===== src/rtl/gemm_tile_controller.sv =====
// gemm_tile_controller
//   Sequencer for the tiled GeMM datapath. Latches the tile counts on start,
//   walks output tiles M-outer / N-middle / K-inner, and drives the SRAM
//   A/B/C word addresses, MAC accumulate/clear strobes and C write strobe.
//
// Ports
//   clk_i, rst_i            clock, asynchronous active-high reset
//   start_i                 start request, sampled only in IDLE
//   M_size_i/K_size_i/N_size_i  runtime matrix sizes (elements)
//   sram_a_addr_o           A word address (mt*Kt + kt)
//   sram_b_addr_o           B word address (kt*Nt + nt)
//   sram_c_addr_o           C word address, valid with sram_c_we_o
//   sram_c_we_o             C write enable
//   mac_en_o                A/B read data valid; MAC array accumulates
//   mac_clear_o             with mac_en_o: load product (first K step)
//   busy_o                  run in progress (RUN and DRAIN)
//   done_o                  one-cycle completion pulse
module gemm_tile_controller #(
    parameter int unsigned M             = 4,
    parameter int unsigned N             = 4,
    parameter int unsigned K             = 4,
    parameter int unsigned AddrWidth     = 12,
    parameter int unsigned SizeAddrWidth = 8
) (
    input  logic                     clk_i,
    input  logic                     rst_i,
    input  logic                     start_i,
    input  logic [SizeAddrWidth-1:0] M_size_i,
    input  logic [SizeAddrWidth-1:0] K_size_i,
    input  logic [SizeAddrWidth-1:0] N_size_i,
    output logic [AddrWidth-1:0]     sram_a_addr_o,
    output logic [AddrWidth-1:0]     sram_b_addr_o,
    output logic [AddrWidth-1:0]     sram_c_addr_o,
    output logic                     sram_c_we_o,
    output logic                     mac_en_o,
    output logic                     mac_clear_o,
    output logic                     busy_o,
    output logic                     done_o
);

    localparam int unsigned MShift = $clog2(M);
    localparam int unsigned NShift = $clog2(N);
    localparam int unsigned KShift = $clog2(K);

    typedef enum logic [1:0] {
        IDLE,
        RUN,
        DRAIN,
        DONE
    } state_t;

    state_t state, state_next;

    logic [SizeAddrWidth-1:0] m_tiles_in, k_tiles_in, n_tiles_in;
    logic                     zero_in;
    logic [SizeAddrWidth-1:0] m_tiles, k_tiles, n_tiles;
    logic [SizeAddrWidth-1:0] mt, nt, kt, nt_inc;
    logic [AddrWidth-1:0]     a_base, a_addr, b_addr, c_addr;
    logic [AddrWidth-1:0]     k_step, n_step;
    logic                     last_k, last_n, last_m, last_issue;
    logic                     drain_cnt;

    logic                     s1_valid, s1_clear, s1_last_k;
    logic [AddrWidth-1:0]     s1_c_addr;
    logic                     s2_we;
    logic [AddrWidth-1:0]     s2_c_addr;

    // Power-of-two tile sizes: floor division is a right shift.
    assign m_tiles_in = M_size_i >> MShift;
    assign k_tiles_in = K_size_i >> KShift;
    assign n_tiles_in = N_size_i >> NShift;
    assign zero_in    = (m_tiles_in == '0) || (k_tiles_in == '0) || (n_tiles_in == '0);

    assign k_step = AddrWidth'(k_tiles);
    assign n_step = AddrWidth'(n_tiles);
    assign nt_inc = nt + SizeAddrWidth'(1);

    assign last_k     = (kt == k_tiles - SizeAddrWidth'(1));
    assign last_n     = (nt == n_tiles - SizeAddrWidth'(1));
    assign last_m     = (mt == m_tiles - SizeAddrWidth'(1));
    assign last_issue = last_k && last_n && last_m;

    // ---------------- FSM ----------------
    always_ff @(posedge clk_i or posedge rst_i) begin
        if (rst_i) begin
            state <= IDLE;
        end else begin
            state <= state_next;
        end
    end

    always_comb begin
        state_next = state;
        case (state)
            IDLE:    if (start_i) state_next = zero_in ? DONE : RUN;
            RUN:     if (last_issue) state_next = DRAIN;
            DRAIN:   if (drain_cnt) state_next = DONE;
            DONE:    state_next = IDLE;
            default: state_next = IDLE;
        endcase
    end

    always_ff @(posedge clk_i or posedge rst_i) begin
        if (rst_i) begin
            drain_cnt <= 1'b0;
        end else if (state == DRAIN) begin
            drain_cnt <= ~drain_cnt;
        end else begin
            drain_cnt <= 1'b0;
        end
    end

    // ---------------- Stage 0: address issue ----------------
    // Counters stop on the last issue so DRAIN holds the final addresses.
    always_ff @(posedge clk_i or posedge rst_i) begin
        if (rst_i) begin
            m_tiles <= '0;
            k_tiles <= '0;
            n_tiles <= '0;
            mt      <= '0;
            nt      <= '0;
            kt      <= '0;
            a_base  <= '0;
            a_addr  <= '0;
            b_addr  <= '0;
            c_addr  <= '0;
        end else if (state == IDLE) begin
            if (start_i) begin
                m_tiles <= m_tiles_in;
                k_tiles <= k_tiles_in;
                n_tiles <= n_tiles_in;
                mt      <= '0;
                nt      <= '0;
                kt      <= '0;
                a_base  <= '0;
                a_addr  <= '0;
                b_addr  <= '0;
                c_addr  <= '0;
            end
        end else if (state == RUN && !last_issue) begin
            if (!last_k) begin
                kt     <= kt + SizeAddrWidth'(1);
                a_addr <= a_addr + AddrWidth'(1);
                b_addr <= b_addr + n_step;
            end else begin
                kt     <= '0;
                c_addr <= c_addr + AddrWidth'(1);
                if (!last_n) begin
                    // Next tile in the same A row: rewind A, B restarts at column nt+1.
                    nt     <= nt_inc;
                    a_addr <= a_base;
                    b_addr <= AddrWidth'(nt_inc);
                end else begin
                    nt     <= '0;
                    mt     <= mt + SizeAddrWidth'(1);
                    a_base <= a_base + k_step;
                    a_addr <= a_base + k_step;
                    b_addr <= '0;
                end
            end
        end
    end

    // ---------------- Stages 1 and 2 ----------------
    always_ff @(posedge clk_i or posedge rst_i) begin
        if (rst_i) begin
            s1_valid  <= 1'b0;
            s1_clear  <= 1'b0;
            s1_last_k <= 1'b0;
            s1_c_addr <= '0;
            s2_we     <= 1'b0;
            s2_c_addr <= '0;
        end else begin
            s1_valid  <= (state == RUN);
            s1_clear  <= (kt == '0);
            s1_last_k <= last_k;
            s1_c_addr <= c_addr;
            s2_we     <= s1_valid && s1_last_k;
            s2_c_addr <= s1_c_addr;
        end
    end

    assign sram_a_addr_o = (state == RUN || state == DRAIN) ? a_addr : '0;
    assign sram_b_addr_o = (state == RUN || state == DRAIN) ? b_addr : '0;
    assign sram_c_addr_o = s2_we ? s2_c_addr : '0;
    assign sram_c_we_o   = s2_we;
    assign mac_en_o      = s1_valid;
    assign mac_clear_o   = s1_valid && s1_clear;
    assign busy_o        = (state == RUN) || (state == DRAIN);
    assign done_o        = (state == DONE);

endmodule


===== config.mk =====
export PLATFORM = sky130hd
export DESIGN_NAME = gemm_tile_controller
export DESIGN_NICKNAME = d
export VERILOG_FILES = /design/src/rtl/gemm_tile_controller.sv
export SDC_FILE = /design/constraint.sdc
export NUM_CORES = 1
export LEC_CHECK = 0
export CORE_MARGIN = 2
export CORE_UTILIZATION = 35
export DETAILED_ROUTE_END_ITERATION = 12
export PLACE_DENSITY_LB_ADDON = 0.08
export REMOVE_ABC_BUFFERS = 1
export SYNTH_ARGS = -nofsm -noshare
export SYNTH_HDL_FRONTEND = slang
export SYNTH_SLANG_ARGS = --single-unit

===== constraint.sdc =====
create_clock -name clk_i -period 4.4 [get_ports clk_i]
set_input_delay 0.88 -clock clk_i [delete_from_list [all_inputs] [get_ports clk_i]]
set_output_delay 0.88 -clock clk_i [all_outputs]
set_load 0.02 [all_outputs]

==> report_table.html <==
<table>
<tr><th>Metric</th><th>Value</th></tr>
<tr><th colspan="2">Drt</th></tr>
<tr><td>Via-to-Cell Ratio</td><td>approximately 5.5</td></tr>
<tr><td>Wirelength per Cell</td><td>18.3 um</td></tr>
<tr><td>DRC viols</td><td>0</td></tr>
<tr><td>Number of violations reported at the end of detailed-routing iteration 0</td><td>roughly 410</td></tr>
<tr><td>Wirelength, routed</td><td>~20 mm</td></tr>
<tr><td>Number of search-and-repair iterations in the first detailed-routing pass</td><td>6</td></tr>
<tr><td>Overall via count from detail_route</td><td>6196</td></tr>
<tr><td>Remaining antenna violation count</td><td>0</td></tr>
<tr><th colspan="2">Setup path</th></tr>
<tr><td>Kind of capture point of the worst setup path</td><td>register</td></tr>
<tr><td>Required @ worst endpoint</td><td>4.71 ns</td></tr>
<tr><td>Critical path arrival</td><td>between 3 and 4 ns</td></tr>
<tr><td>Buffers and inverters on the worst path</td><td>2</td></tr>
<tr><td>Kind of cell with the highest combined delay on the critical path</td><td>compound AO/OA/AOI/OAI gates</td></tr>
<tr><td>Category of the worst setup path launch point</td><td>register</td></tr>
<tr><td>Maximum fanout count along the critical path</td><td>19</td></tr>
<tr><td>Cell with the biggest individual delay on the critical path</td><td>or3_1</td></tr>
<tr><td>Slowest cell delay on critical path</td><td>between 0.7 and 0.8 ns</td></tr>
<tr><td>Worst Setup Path Type</td><td>register to register</td></tr>
<tr><td>Cells traversed along the worst timing path</td><td>inv_1, ha_1, nand2b_1, o211a_1, o31a_1, or3_1, o21ai_4, buf_4, nor4_1, a311o_1</td></tr>
<tr><th colspan="2">STA</th></tr>
<tr><td>Total count of max-transition violations in the final report</td><td>0</td></tr>
<tr><td>Skew final</td><td>between 0.01 and 0.015 ns</td></tr>
<tr><td>RSZ-0062 raised after global routing</td><td>false</td></tr>
<tr><td>Final critical-path required period</td><td>3.49 ns</td></tr>
<tr><td>Final setup margin</td><td>around 0.91 ns</td></tr>
<tr><td>Final Setup Violations</td><td>0</td></tr>
<tr><td>Final hold vios</td><td>0</td></tr>
<tr><td>Final sum of negative setup slack</td><td>0 ns</td></tr>
<tr><td>Highest Clock Rate</td><td>~290 MHz</td></tr>
<tr><td>Period utilization</td><td>0.794</td></tr>
<tr><td>Measured slew at the worst slew-check pin</td><td>just under 1 ns</td></tr>
<tr><td>Relative max-transition margin</td><td>0.346</td></tr>
<tr><th colspan="2">Yosys</th></tr>
<tr><td>Post-synthesis instance area</td><td>roughly 0.0072 sq mm</td></tr>
<tr><td>Most frequent cell after synthesis</td><td>dfrtp_1</td></tr>
<tr><td>Share of synthesized area occupied by flip-flops and latches</td><td>0.419</td></tr>
<tr><td>Post-synth EDFFs</td><td>0</td></tr>
<tr><td>Top post-synthesis cells by count</td><td>121 x dfrtp_1, 87 x nand2_1, 47 x and2_1</td></tr>
<tr><td>Top cells by area in the synthesized netlist</td><td>dfrtp_1 42%, nand2_1 4.5%, ha_1 4.3%</td></tr>
<tr><td>Post-synthesis async set-or-reset flop share</td><td>1.00</td></tr>
<tr><td>Number of distinct standard cells referenced by the synthesized netlist</td><td>around 80</td></tr>
<tr><td>Main flop type after synthesis</td><td>dfrtp_1</td></tr>
<tr><td>Biggest area consumer among synthesized cells</td><td>dfrtp_1</td></tr>
<tr><td>Share of the synthesized area in the top cell type</td><td>0.419</td></tr>
<tr><td>Number of storage elements in the synthesis netlist</td><td>roughly 120</td></tr>
<tr><td>Number of instances in the synthesized netlist</td><td>approximately 780</td></tr>
<tr><td>Syn Area/Cell</td><td>around 9.3 sq um</td></tr>
<tr><td>Total of warnings raised by yosys</td><td>0</td></tr>
<tr><th colspan="2">Cells and area</th></tr>
<tr><td>Antenna diode instance count</td><td>0</td></tr>
<tr><td>Layout overhead on the synthesized area</td><td>20.2%</td></tr>
<tr><td>Combined flip-flop and latch cell area</td><td>approximately 0.0030 sq mm</td></tr>
<tr><td>Fraction of layout instances using a drive strength above 1</td><td>0.0933</td></tr>
<tr><td>Net count reported at finish</td><td>approximately 890</td></tr>
<tr><td>Combined area of the multi-input logic cells</td><td>a little under 0.004 sq mm</td></tr>
<tr><td>Cell area after layout</td><td>about 0.0087 sq mm</td></tr>
<tr><td>Layout filler cell count</td><td>2010</td></tr>
<tr><th colspan="2">Placed design</th></tr>
<tr><td>Gp weighted congestion</td><td>between 0.8 and 0.9</td></tr>
<tr><td>Half-perimeter wire length after placement</td><td>14.4 mm</td></tr>
<tr><td>Pre-CTS setup slack</td><td>approximately 0.9 ns</td></tr>
<tr><td>Placement Cell Area</td><td>just over 0.008 sq mm</td></tr>
<tr><td>Number of I/O port buffers</td><td>61</td></tr>
<tr><th colspan="2">Hold path</th></tr>
<tr><td>Worst hold-check path type</td><td>register to register</td></tr>
<tr><th colspan="2">Floorplanning</th></tr>
<tr><td>Num ports</td><td>68</td></tr>
<tr><td>Core ar.</td><td>~0.020 sq mm</td></tr>
<tr><td>Height of the chip</td><td>148 um</td></tr>
<tr><td>Std cell rows</td><td>52</td></tr>
<tr><td>Effective utilization at floorplan</td><td>0.357</td></tr>
<tr><td>Overall die area</td><td>0.0218 sq mm</td></tr>
<tr><td>Die X-Extent</td><td>between 100 and 150 um</td></tr>
<tr><th colspan="2">Global route</th></tr>
<tr><td>Wire length of the first global-routing pass</td><td>approximately 33 mm</td></tr>
<tr><td>All-layer global routing usage</td><td>0.193</td></tr>
<tr><td>Met2 global-route usage</td><td>0.310</td></tr>
<tr><td>GR met1 Demand/Resource</td><td>0.262</td></tr>
<tr><td>Number of global-route vias before repair</td><td>slightly below 6000</td></tr>
<tr><td>Remaining global-route overflow</td><td>0</td></tr>
<tr><td>Antenna violations before repair</td><td>0</td></tr>
<tr><td>Global-route layer with the greatest usage</td><td>met2</td></tr>
<tr><td>Met3 track demand over resource in global routing</td><td>0.0420</td></tr>
<tr><td>Pin count of the biggest net entering global routing</td><td>72</td></tr>
<tr><th colspan="2">CTS</th></tr>
<tr><td>Clk pin slew, worst setup/hold paths</td><td>roughly 0.060 ns</td></tr>
<tr><td>Hold buffer count at CTS</td><td>0</td></tr>
<tr><td>Clock Latency Late Sink</td><td>0.43 ns</td></tr>
<tr><td>TritonCTS Buffers</td><td>17</td></tr>
<tr><td>Maximum buffer depth of the clock tree</td><td>2</td></tr>
<tr><td>Buffer cell driving the clock tree root</td><td>clkbuf_16</td></tr>
<tr><td>PostCTS Resize Cnt</td><td>0</td></tr>
<tr><td>TritonCTS clock tree</td><td>done</td></tr>
<tr><td>Number of H-tree levels</td><td>4</td></tr>
<tr><td>Clock Sinks</td><td>121</td></tr>
<tr><td>Post-CTS setup buffer count</td><td>0</td></tr>
<tr><th colspan="2">Flow run</th></tr>
<tr><td>Number of violations of the max-capacitance limit</td><td>0</td></tr>
<tr><th colspan="2">Power</th></tr>
<tr><td>Pwr Density</td><td>about 700 mW/mm^2</td></tr>
<tr><td>Leak Pwr</td><td>roughly 3.7 nW</td></tr>
<tr><td>Peak supply drop</td><td>0.368 mV</td></tr>
<tr><td>Final Power</td><td>approximately 0.0061 W</td></tr>
<tr><th colspan="2">Status</th></tr>
<tr><td>Outcome</td><td>finished, final reports clean</td></tr>
</table>
-- layout make-up --
cell class	count	area share
Inverter	26	0.0115
Clock buffer	18	0.0506
Clock inverter	14	0.0146
Timing Repair Buffer	75	0.0825
Multi-Input combinational cell	593	0.453
Sequential cell	121	0.349
Tap cell	270	0.0389
-- sequential cells by signal (all words and copies together), names as in the netlist, 2 cells and up --
signal and count:
state 2, a_base 12, s1_c_addr 12, s2_c_addr 12, b_addr 12, k_tiles 6
nt 8, c_addr 12, a_addr 12, m_tiles 6, mt 8, kt 8
n_tiles 6
-- through the flow --
stage,std cells,hold slack (ns),utilization
floorplan,740,0.331,-
global placement,1085,0.333,0.401
detailed placement,1085,0.335,0.401
CTS,1117,0.348,0.429
global route,1117,0.352,0.429
finish,1117,0.347,0.429
-- worst register-to-register path, stage by stage, from the launching register on --
cell and delay (ns):
dfrtp_1 0.43, inv_1 0.09, ha_1 0.24, nand2b_1 0.17, o211a_1 0.13, o31a_1 0.40, or3_1 0.71, o21ai_4 0.50
buf_4 0.33, nor4_1 0.09, a311o_1 0.28
-- report_power, final --
group	internal, W	switching [W]
clock	0.000792	0.000559
sequential	0.00141	0.000385
combinational	0.00121	0.00173
-- cell families (layout without fill, tap and decap cells) --
kind of cell	after synthesis	in the layout	synth area share
compound gates	197	197	0.192
xor+xnor	35	35	0.0444
fa+ha+maj	27	27	0.0489
buf+inv	61	133	0.0371
flops	121	121	0.419
mux	19	19	0.0282
simple gates	315	315	0.230
-- worst paths after layout --
check | depth (start not counted) | from | slack (ns) | to
max | 10 | n_tiles[0]$_DFFE_PP0P_ | 0.91 | c_addr[6]$_DFFE_PP0P_
min | 0 | s1_c_addr[3]$_DFF_PP0_ | 0.35 | s2_c_addr[3]$_DFF_PP0_
max reg2reg | 10 | n_tiles[0]$_DFFE_PP0P_ | 0.91 | c_addr[6]$_DFFE_PP0P_
min reg2reg | 0 | s1_c_addr[3]$_DFF_PP0_ | 0.35 | s2_c_addr[3]$_DFF_PP0_
max in group asynchronous | 3 | rst_i | 2.54 | s1_c_addr[4]$_DFF_PP0_
min in group asynchronous | 2 | rst_i | 1.03 | s1_c_addr[1]$_DFF_PP0_
-- routing by layer --
| layer | vias up | wire length (um) |
|---|---|---|
| met3 | 26 | 935 |
| met1 | 3065 | 9680 |
| li1 | 2962 | - |
| met2 | 143 | 9560 |
| met5 | - | 0 |
| met4 | 0 | 315 |
-- cells in the final DEF (no fill, tap or decap), types with 5 or more instances in the layout --
cell,count
xnor2_1,21
nand4_1,12
a22o_1,5
clkdlybuf4s50_1,61
o22ai_1,8
nor2b_1,7
a21o_1,8
mux2_2,11
ha_1,25
o21ai_0,39
a211o_1,6
buf_4,14
a32o_1,6
o21a_1,5
xor2_1,13
nor2_1,39
clkinvlp_4,5
and2_1,46
a31oi_1,12
o31a_1,5
or4_1,11
clkbuf_16,17
inv_1,25
nand3_1,28
dfrtp_1,121
nor3_1,19
nand2_1,87
nor4_1,8
nand2b_1,6
o31ai_1,16
mux2i_1,8
or3_1,7
and3_1,20
a21oi_1,39
(Power assumes the default switching activity.)
